**src/rtl/ac2_pkg.sv**
```systemverilog
// ----------------------------------------------------------------------------
// ac2_pkg
//   Shared definitions for the accumulator write-back arbiter.
//   NREQ             number of partial-sum sources competing for the write port
//   SEL_W            width of the write-back mux select
//   ac2_arb_state_t  arbiter FSM state (IDLE, GRANT)
//   onehot2idx()     converts a one-hot grant vector to the source index
// ----------------------------------------------------------------------------
package ac2_pkg;

    localparam int NREQ  = 4;
    localparam int SEL_W = 2;

    typedef enum logic {
        IDLE  = 1'b0,
        GRANT = 1'b1
    } ac2_arb_state_t;

    // OR-reduction style encoder: exact for one-hot input, returns 0 for zero input.
    function automatic logic [SEL_W-1:0] onehot2idx(input logic [NREQ-1:0] oh);
        logic [SEL_W-1:0] idx;
        idx = '0;
        for (int i = 0; i < NREQ; i++) begin
            if (oh[i]) idx = idx | SEL_W'(i);
        end
        return idx;
    endfunction

endpackage

```
**src/rtl/ac2_rr_pick.sv**
```systemverilog
// ----------------------------------------------------------------------------
// ac2_rr_pick
//   Combinational round-robin picker. Priority starts at source 'ptr' and
//   rotates upward (ptr, ptr+1, ... wrapping mod NREQ).
// Ports
//   req    in   NREQ   request vector
//   ptr    in   SEL_W  index holding highest priority
//   found  out  1      at least one request present
//   idx    out  SEL_W  index of the winning source (valid when found=1)
// ----------------------------------------------------------------------------
module ac2_rr_pick
    import ac2_pkg::*;
(
    input  logic [NREQ-1:0]  req,
    input  logic [SEL_W-1:0] ptr,
    output logic             found,
    output logic [SEL_W-1:0] idx
);

    logic [2*NREQ-1:0] req_dbl;
    logic [NREQ-1:0]   req_rot;
    logic [SEL_W-1:0]  offset;

    // Rotate so that source 'ptr' lands at bit 0, pick the lowest set bit,
    // then add ptr back; the SEL_W-bit add wraps naturally mod NREQ.
    always_comb begin
        // NOTE: every variable assigned here gets a default first, so no path can infer a latch.
        req_dbl = {req, req} >> ptr;
        req_rot = req_dbl[NREQ-1:0];
        offset  = '0;
        for (int i = NREQ - 1; i >= 0; i--) begin
            if (req_rot[i]) offset = SEL_W'(i);
        end
        found = |req;
        idx   = offset + ptr;
    end

endmodule

```
**src/rtl/ac2_wr_arbiter.sv**
```systemverilog
// ----------------------------------------------------------------------------
// ac2_wr_arbiter
//   Round-robin arbiter with bounded bursts for the single write port of the
//   partial-sum register. Drives the 4:1 write-back mux select and the
//   register write strobe.
// Parameters
//   BURST_MAX  max write beats per grant before forced release (>=1)
//   CNT_W      width of each per-source beat counter (statistics build only)
// Ports
//   clk         in   1        clock, rising edge
//   rst_n       in   1        asynchronous active-low reset
//   req         in   4        source i has a beat ready
//   last        in   4        with req[i]: this beat ends source i's transfer
//   hold        in   1        register busy, no write this cycle
//   gnt         out  4        registered one-hot grant, 0 when idle
//   sel_w_en    out  2        registered mux select (index of granted source)
//   wr_en       out  1        write strobe; a beat transfers when 1
//   busy        out  1        a grant is active
//   stats_clr   in   1        (AC2_ARB_STATS_EN) synchronous clear of beat counters
//   beat_cnt_o  out  4*CNT_W  (AC2_ARB_STATS_EN) saturating beat count per source
// Build option
//   AC2_ARB_STATS_EN  adds the per-source beat counters and their ports.
// ----------------------------------------------------------------------------
module ac2_wr_arbiter
    import ac2_pkg::*;
#(
    parameter int BURST_MAX = 4,
    parameter int CNT_W     = 16
) (
    input  logic               clk,
    input  logic               rst_n,
    input  logic [NREQ-1:0]    req,
    input  logic [NREQ-1:0]    last,
    input  logic               hold,
    output logic [NREQ-1:0]    gnt,
    output logic [SEL_W-1:0]   sel_w_en,
    output logic               wr_en,
    output logic               busy
`ifdef AC2_ARB_STATS_EN
    ,
    input  logic               stats_clr,
    output logic [NREQ*CNT_W-1:0] beat_cnt_o
`endif
);

    localparam int              BC_W      = (BURST_MAX > 1) ? $clog2(BURST_MAX) : 1;
    localparam logic [BC_W-1:0] BEAT_LAST = BC_W'(BURST_MAX - 1);

    ac2_arb_state_t   state_q, state_d;
    logic [NREQ-1:0]  gnt_d;
    logic [SEL_W-1:0] sel_d;
    logic [SEL_W-1:0] rr_ptr_q, rr_ptr_d;
    logic [BC_W-1:0]  beat_cnt_q, beat_cnt_d;

    logic [SEL_W-1:0] owner;
    logic             owner_req;
    logic             owner_last;
    logic             release_now;
    logic [NREQ-1:0]  pick_req;
    logic [SEL_W-1:0] pick_ptr;
    logic             pick_found;
    logic [SEL_W-1:0] pick_idx;

    // Current owner decoded from the registered grant.
    assign owner      = onehot2idx(gnt);
    assign owner_req  = |(req & gnt);
    assign owner_last = |(last & gnt);

    // Release on a finishing beat (last or burst limit) or when the owner
    // stops requesting. hold alone never releases since owner_req stays high.
    assign release_now = busy & ((wr_en & (owner_last | (beat_cnt_q == BEAT_LAST))) | ~owner_req);

    // While releasing, re-arbitrate with the owner at lowest priority; its
    // request is masked only when it just signalled last.
    assign pick_req = release_now ? (req & ~((wr_en & owner_last) ? gnt : '0)) : req;
    assign pick_ptr = release_now ? owner + SEL_W'(1) : rr_ptr_q;

    ac2_rr_pick u_pick (
        .req   (pick_req),
        .ptr   (pick_ptr),
        .found (pick_found),
        .idx   (pick_idx)
    );

    // State register.
    always_ff @(posedge clk or negedge rst_n) begin
        if (!rst_n) begin
            state_q    <= IDLE;
            gnt        <= '0;
            sel_w_en   <= '0;
            rr_ptr_q   <= '0;
            beat_cnt_q <= '0;
        end else begin
            // NOTE: non-blocking assignments so every register samples pre-edge values.
            state_q    <= state_d;
            gnt        <= gnt_d;
            sel_w_en   <= sel_d;
            rr_ptr_q   <= rr_ptr_d;
            beat_cnt_q <= beat_cnt_d;
        end
    end

    // Next-state logic.
    always_comb begin
        state_d    = state_q;
        gnt_d      = gnt;
        sel_d      = sel_w_en;
        rr_ptr_d   = rr_ptr_q;
        beat_cnt_d = beat_cnt_q;
        unique case (state_q)
            IDLE: begin
                if (pick_found) begin
                    state_d    = GRANT;
                    gnt_d      = NREQ'(1) << pick_idx;
                    sel_d      = pick_idx;
                    beat_cnt_d = '0;
                end
            end
            GRANT: begin
                if (wr_en) beat_cnt_d = beat_cnt_q + BC_W'(1);
                if (release_now) begin
                    rr_ptr_d   = owner + SEL_W'(1);
                    beat_cnt_d = '0;
                    if (pick_found) begin
                        gnt_d = NREQ'(1) << pick_idx;
                        sel_d = pick_idx;
                    end else begin
                        // sel_w_en keeps its value so the mux output stays stable.
                        state_d = IDLE;
                        gnt_d   = '0;
                    end
                end
            end
            default: state_d = IDLE;
        endcase
    end

    // Outputs.
    always_comb begin
        busy  = (state_q == GRANT);
        wr_en = busy & owner_req & ~hold;
    end

`ifdef AC2_ARB_STATS_EN
    logic [CNT_W-1:0] stat_q [NREQ];

    always_ff @(posedge clk or negedge rst_n) begin
        if (!rst_n) begin
            // NOTE: the counter array is reset explicitly; zero counts after reset are part of its contract.
            for (int i = 0; i < NREQ; i++) stat_q[i] <= '0;
        end else begin
            for (int i = 0; i < NREQ; i++) begin
                if (stats_clr) begin
                    stat_q[i] <= '0;
                end else if (wr_en && gnt[i] && (stat_q[i] != '1)) begin
                    stat_q[i] <= stat_q[i] + CNT_W'(1);
                end
            end
        end
    end

    always_comb begin
        beat_cnt_o = '0;
        for (int i = 0; i < NREQ; i++) beat_cnt_o[i*CNT_W +: CNT_W] = stat_q[i];
    end
`endif

endmodule

```
**config.mk**
```make
export PLATFORM = sky130hd
export DESIGN_NAME = ac2_wr_arbiter
export DESIGN_NICKNAME = d
export VERILOG_FILES = /design/src/rtl/ac2_pkg.sv /design/src/rtl/ac2_rr_pick.sv /design/src/rtl/ac2_wr_arbiter.sv
export SDC_FILE = /design/constraint.sdc
export NUM_CORES = 1
export LEC_CHECK = 0
export CAP_MARGIN = 30
export CELL_PAD_IN_SITES_DETAIL_PLACEMENT = 1
export CELL_PAD_IN_SITES_GLOBAL_PLACEMENT = 1
export CORE_MARGIN = 2
export CORE_UTILIZATION = 35
export CTS_BUF_LIST = sky130_fd_sc_hd__clkbuf_4 sky130_fd_sc_hd__clkbuf_8
export CTS_CLUSTER_SIZE = 16
export DETAILED_ROUTE_END_ITERATION = 7
export MAX_ROUTING_LAYER = met4
export PLACE_DENSITY = 0.73
export SLEW_MARGIN = 40
export SYNTH_ARGS = -nofsm -noshare
export SYNTH_HDL_FRONTEND = slang
export SYNTH_SLANG_ARGS = --single-unit
export TNS_END_PERCENT = 100
```
**constraint.sdc**
```tcl
create_clock -name clk -period 3.2 [get_ports clk]
set_input_delay 0.48 -clock clk [delete_from_list [all_inputs] [get_ports clk]]
set_output_delay 0.48 -clock clk [all_outputs]
set_load 0.03 [all_outputs]
```
==> results of run 1 <==
sequential cells by signal, summed over array words and instances (netlist names):
| signal | count |
|---|---|
| rr_ptr_q | 2 |
| sel_w_en | 2 |
| gnt | 4 |
| busy | 1 |
| beat_cnt_q | 2 |
timing repair:
action,in CTS,in global routing
gates cloned,0,0
hold buffers,0,0
setup endpoints to repair,5,5
pin swaps,5,4
resized for setup,7,13
worst max-delay path by stage:
stage | from | endpoint | slack, ns | depth (start not counted)
6_report | req[2] | gnt[1]$_DFFE_PN0P_ | 0.07 | 12
5_1_grt | req[2] | gnt[1]$_DFFE_PN0P_ | -0.02 | 12
4_1_cts | req[0] | sel_w_en[1]$_DFFE_PN0P_ | 0.005 | 14
3_5_place_dp | req[2] | gnt[1]$_DFFE_PN0P_ | -0.54 | 11
3_3_place_gp | req[2] | gnt[1]$_DFFE_PN0P_ | -0.40 | 11
2_1_floorplan | gnt[3]$_DFFE_PN0P_ | gnt[1]$_DFFE_PN0P_ | 0.13 | 11
cell usage after synthesis (2+ instances only):
library cell	instances
a211oi_1	2
a21oi_1	6
a22o_1	3
a22o_4	2
a22oi_1	2
buf_6	2
dfrtp_1	11
ha_1	2
inv_1	9
mux2_2	2
mux2i_1	2
nand2_1	11
nand3_1	5
nand4_1	2
nor2_1	5
nor4_1	2
o21ai_0	5
o21ai_1	3
o21ai_2	2
o31a_1	2
o31a_2	2
o31ai_1	5
o31ai_2	2
o31ai_4	2
or2_1	2
xnor2_1	2
layout by cell type (no fill, tap or decap), drive strengths merged, types with 2 or more instances in the layout:
cell,instances
clkdlybuf4s50,18
a211oi,2
nor4,3
buf,36
clkbuf,3
a31oi,3
ha,2
a22oi,3
xnor2,2
nand2,12
a2111oi,2
a21oi,7
o31a,4
a22o,6
mux2i,2
mux2,2
nand4,3
dfrtp,11
or2,2
nor2,6
inv,10
o31ai,9
o21ai,10
o211ai,2
nand3,5
cells by family (layout without fill, tap and decap cells):
logic type,count (synthesis),after routing,synth area share
xor+xnor,3,3,0.0220
mux,4,4,0.0356
buf+inv,13,68,0.0556
flops,11,11,0.231
simple gates,34,34,0.154
compound gates,58,58,0.481
fa+ha+maj,2,2,0.0210
power breakdown:
part	internal [W]	switching [W]	leakage (nW)
registers	0.000202	0.0000812	0.135
clock network	0.0000466	0.0000574	0.0177
logic	0.000707	0.000825	0.566
total	0.000956	0.000964	0.719
stage by stage:
stage / cells / total power, W / instance area [sq um] / TNS, ns / worst slack, ns
after floorplan: 125 / 0.00109 / 1190 / 0 / 0.126
after global placement: 222 / 0.00158 / 1680 / -1.54 / -0.400
after detailed placement: 222 / 0.00164 / 1680 / -2.18 / -0.544
after CTS: 226 / 0.00178 / 1740 / 0 / 0.00456
after global routing: 226 / 0.00204 / 1810 / -0.0235 / -0.0216
final: 226 / 0.00192 / 1810 / 0 / 0.0746
cell type report:
class	instances	area [sq um]	area share
multi-input cells	101	958	0.528
repair buffers	54	454	0.250
flip-flops and latches	11	277	0.152
well taps	46	57.6	0.0317
inverters	10	40.0	0.0221
clock buffers	3	22.5	0.0124
clock inverters	1	5.00	0.00276
metal layers:
layer / routed length (microns) / vias up / GRT usage
li1: - / 609 / -
met1: 1790 / 646 / 0.262
met2: 2210 / 32 / 0.419
met3: 116 / 9 / 0.0180
met4: 133 / 0 / 0.106
met5: 0 / - / -
critical path: stages:
cell and delay (ns):
clkdlybuf4s50_1 0.55, a22oi_2 0.14, a21oi_1 0.33, mux2i_4 0.15, a21oi_2 0.18, o22ai_1 0.10
a22o_1 0.25, mux2_2 0.29, ha_4 0.18, xor2_2 0.18, nor4_2 0.30, o31ai_1 0.14
==> results.ini, run 1 <==
[status]
outcome=finished, final reports clean

[cts]
cts.clk_slew.worst_paths_ns=0.08
insertion_delay_ns=0.29
cts_sinks=11
cts_made_buffers=3
cts_buffer_depth=2
cts_tree=built
clock-root-buffer=clkbuf_4
htree_num_levels=1
post_cts_buffers=0

[critical_path]
r2r_setup_slack_ns=0.14
startpoint_type=input port
cp_max_fo=4
critPathCaptureType=flip-flop
cp.required_ns=3.36
arrival_ns=3.29
r2r_cells=11
r2r_start=gnt[2]$_DFFE_PN0P_
crit_type=in2reg
r2r_end=gnt[1]$_DFFE_PN0P_

[logic_synthesis]
yosysSeqAreaShare=0.231
synth_edf_count=0
synthTopCellsByArea=dfrtp_1 (23%), o31ai_4 (3.6%), nand2_1 (3.5%)
netlist_area_sq_mm=0.00119
synthCells=125
synth_top_cell_area_share=0.231
yosysTopAreaCell=dfrtp_1
synth-main-ff-cell=dfrtp_1
synth_cell_type_count=56
synth_warnings=0
synth_nets=138
avgSynthCellArea_sq_um=9.55
synthArstFlopShare=1.00
synth-seq-cells=11

[timing]
timing.fmax_mhz=320
maxSlewViolCount=0
skew_ns=0.00300
tightest_slew_ns=0.488
timing.hold.ws_ns=0.496
hold_viol_final=0
period_minus_slack_ns=3.13
rsz0062_at_grt=true
setup_viol=0
post-route-period-util=0.977
slew_headroom=0.674

[place]
port_buffers=18
place_congestion=0.900
dpl.hpwl_mm=3.35

[cells_and_area]
antenna_cells=0
layout.nets=194
fillers=399
syn2layout_area_growth_pct=52.0
post-route-util=0.548
drive_gt1_frac=0.467

[global_route]
grt_first_pass_wirelength_mm=7.07
grt_usage=0.233
antenna_found_initial=0
grt_pass1_vias=1448
grt_overflow_total=0
grt_max_degree=14

[power_and_ir_drop]
p_leak_nw=0.719
power.density_mw_per_mm2=1060
peakVddDrop_mv=0.511

[floorplan]
dieHeight_microns=62.4
core_sq_mm=0.00331
io_pins=19
rows=21
dieWidth_microns=62.4
die_area_sq_mm=0.00389
start_util=0.361

[routing]
drt_pass1_iterations=4
first_iter_violations=34
via_count=1296
wl_per_cell_microns=18.8
post-route-drc-count=0
viasPerCell=5.73
wirelength_mm=4.25
drtAntennaViolNets=0

[min_path]
holdPathEnd=beat_cnt_q[1]$_DFFE_PN0P_
worstHoldPathCells=2
min-delay-start=beat_cnt_q[1]$_DFFE_PN0P_
hold_class=reg2reg

[job]
drv_cap=0

Note: power is estimated with default switching activity, not from simulation.
==> inputs of run 2 (changes only) <==
--- a/config.mk
+++ b/config.mk
@@ -14,7 +14,7 @@
 export CTS_CLUSTER_SIZE = 16
 export DETAILED_ROUTE_END_ITERATION = 7
 export MAX_ROUTING_LAYER = met4
-export PLACE_DENSITY = 0.73
+export PLACE_DENSITY = 0.72
 export SLEW_MARGIN = 40
 export SYNTH_ARGS = -nofsm -noshare
 export SYNTH_HDL_FRONTEND = slang
==> run 2 against run 1 <==
  * Combinational power down 5%
  * Count of clock-buffer cells in the layout did not move
  * Cell count rose by 1.3%
  * Wire length grew 1.5%
  * Clock skew rose by 0.0026 ns
  * Global-route usage rose by 0.52 points
  * Cell area is 0.55% lower
  * Hold slack lost 0.0026 ns
  * Critical path depth up 2
  * Utilization fell by 0.30 points
  * Largest cell class unchanged
==> results.ini, run 2 (same netlist as run 1, synthesis figures left out) <==
[critical_path]
crit_chain=clkdlybuf4s50_1 -> a22o_4 -> o211ai_4 -> buf_6 -> inv_4 -> a31o_1 -> o22ai_1 -> a22o_1 -> mux2_2 -> ha_2 -> xor2_2 -> buf_4 -> a31oi_2 -> o31ai_1
r2r_cells=11  ; unchanged
slowest_delay_ns=0.46  ; -0.09 ns
startpoint_type=input port
critPathCaptureType=flip-flop
critPathTopFamily=compound AO/OA/AOI/OAI gates
cp_max_fo=5  ; +1
arrival_ns=3.24  ; -0.05 ns
crit_slowest_cell=clkdlybuf4s50_1
r2r_end=gnt[2]$_DFFE_PN0P_
r2r_start=gnt[0]$_DFFE_PN0P_
worst-path-buf-inv=4  ; +3
r2r_setup_slack_ns=0.25  ; +0.11 ns
crit_type=in2reg
cp.required_ns=3.38  ; +0.02 ns

[min_path]
hold_class=reg2reg
min-delay-start=sel_w_en[1]$_DFFE_PN0P_
holdPathEnd=sel_w_en[1]$_DFFE_PN0P_
worstHoldPathCells=2  ; unchanged

[timing]
tightest_slew_ns=0.511  ; +0.0233 ns
timing.hold.ws_ns=0.493  ; -0.00257 ns
fin_ws_ns=0.132  ; +0.0577 ns
post-route-period-util=0.959  ; -0.0180
period_minus_slack_ns=3.07  ; -0.0577 ns
hold_viol_final=0  ; unchanged
skew_ns=0.00562  ; +0.00262 ns
timing.fmax_mhz=326  ; +1.9%
maxSlewViolCount=0  ; unchanged
slew_headroom=0.658  ; -0.0156
setup_viol=0  ; unchanged
timing.setup.tns_ns=0  ; unchanged

[cells_and_area]
final_common_cell=buf_4
post-route-util=0.545  ; -0.00302
final_cell_mix=buf_4 (38), clkdlybuf4s50_1 (16), nand2_1 (11)
largest_reg_flops=4  ; unchanged
syn2layout_area_growth_pct=51.2
multi_input_area_sq_um=920  ; -4.0%
ff_latch_area_sq_um=278  ; +0.45%
fillers=407  ; +2.0%
drive_gt1_frac=0.470  ; +0.00328
antenna_cells=0  ; unchanged
layout.nets=197  ; +1.5%
regMostFlops=gnt

[routing]
via_count=1285  ; -0.85%
first_iter_violations=48  ; +41%
wl_per_cell_microns=18.8  ; +0.13%
drt_pass1_iterations=4  ; unchanged
post-route-drc-count=0  ; unchanged
viasPerCell=5.61  ; -2.1%
drtAntennaViolNets=0  ; unchanged
wirelength_mm=4.31  ; +1.5%

[cts]
clock-root-buffer=clkbuf_4
cts_buffer_depth=2  ; unchanged
cts_tree=built
cts_sinks=11  ; unchanged
ctsHoldBuffers=0  ; unchanged
htree_num_levels=1  ; unchanged
cts.clk_slew.worst_paths_ns=0.07  ; about the same
cts_made_buffers=3  ; unchanged
insertion_delay_ns=0.28  ; about the same

[floorplan]
io_pins=19  ; unchanged
dieHeight_microns=62.4  ; unchanged
die_area_sq_mm=0.00389  ; unchanged
core_sq_mm=0.00331  ; unchanged
dieWidth_microns=62.4  ; unchanged
rows=21  ; unchanged
start_util=0.361  ; unchanged

[place]
dp_slack_ns=-0.426  ; +0.118 ns
dpl.hpwl_mm=3.66  ; +9.2%
port_buffers=18  ; unchanged
place_congestion=0.885  ; -1.7%

[global_route]
antenna_found_initial=0  ; unchanged
grt_usage=0.238  ; +0.00525
grt_pass1_vias=1475  ; +1.9%
grt_first_pass_wirelength_mm=7.25  ; +2.5%
grt_max_degree=14  ; unchanged
grt_overflow_total=0  ; unchanged

[job]
drv_cap=0  ; unchanged

[power_and_ir_drop]
peakVddDrop_mv=0.544  ; +6.3%
finalPower_w=0.00184  ; -4.0%
power.density_mw_per_mm2=1020  ; -3.5%
p_leak_nw=0.743  ; +3.3%

[status]
outcome=finished, final reports clean

## run 2: cell count changes in the layout (fill, tap and decap cells not counted), sizes merged
cell and change:
buf +3, clkdlybuf4s50 -2, dlymetal6s2s +2
## run 2: final cells by class
cell class | instances | share of cell area
Clock buffer | 3 | 0.0125
Clock inverter | 1 | 0.00277
Inverter | 10 | 0.0222
Multi-Input combinational cell | 101 | 0.510
Sequential cell | 11 | 0.154
Tap cell | 46 | 0.0319
Timing Repair Buffer | 57 | 0.267
## run 2: worst max path at each step
stage,from,end,slack (ns),cells after the start
floorplan,gnt[3]$_DFFE_PN0P_,gnt[1]$_DFFE_PN0P_,0.13,11
global placement,req[2],gnt[1]$_DFFE_PN0P_,-0.37,11
detailed placement,req[0],gnt[0]$_DFFE_PN0P_,-0.43,11
CTS,req[0],gnt[0]$_DFFE_PN0P_,0.01,12
global route,req[0],sel_w_en[1]$_DFFE_PN0P_,-0.02,14
finish,req[0],gnt[2]$_DFFE_PN0P_,0.13,14
## run 2: report_power, final
group | internal (W) | switching, W | leakage [nW]
combinational | 0.000684 | 0.000778 | 0.591
sequential | 0.000203 | 0.0000781 | 0.134
clock | 0.0000464 | 0.0000528 | 0.0177
total | 0.000934 | 0.000909 | 0.743
## run 2: worst reg2reg max path, cell delays in order, from the launching register on
cell,delay (ns)
dfrtp_1,0.46
a22o_2,0.36
nor3_4,0.22
mux2i_2,0.37
a21oi_1,0.14
a22o_1,0.21
mux2_2,0.26
ha_2,0.21
xor2_2,0.16
buf_4,0.14
a31oi_2,0.19
o31ai_1,0.11
## run 2: through the flow
| step | cells | instance area (sq um) |
|---|---|---|
| floorplan | 125 | 1190 |
| global placement | 224 | 1690 |
| detailed placement | 224 | 1690 |
| CTS | 228 | 1740 |
| global route | 229 | 1800 |
| finish | 229 | 1800 |
## run 2: repair_timing
| item | 4_1_cts | 5_1_grt |
|---|---|---|
| gates resized for setup | 4 | 15 |
| endpoints found under the hold margin | 0 | 0 |
| pin swaps | 2 | 5 |
| buffers inserted | 0 | 1 |
| endpoints found under the setup margin | 5 | 5 |
## run 2: routing by layer
| layer | GRT usage | vias up | share of wire |
|---|---|---|---|
| met2 | 0.473 | 30 | 0.55 |
| li1 | - | 613 | - |
| met5 | - | - | 0 |
| met4 | 0.0444 | 0 | 0.017 |
| met1 | 0.253 | 632 | 0.40 |
| met3 | 0.0234 | 10 | 0.039 |
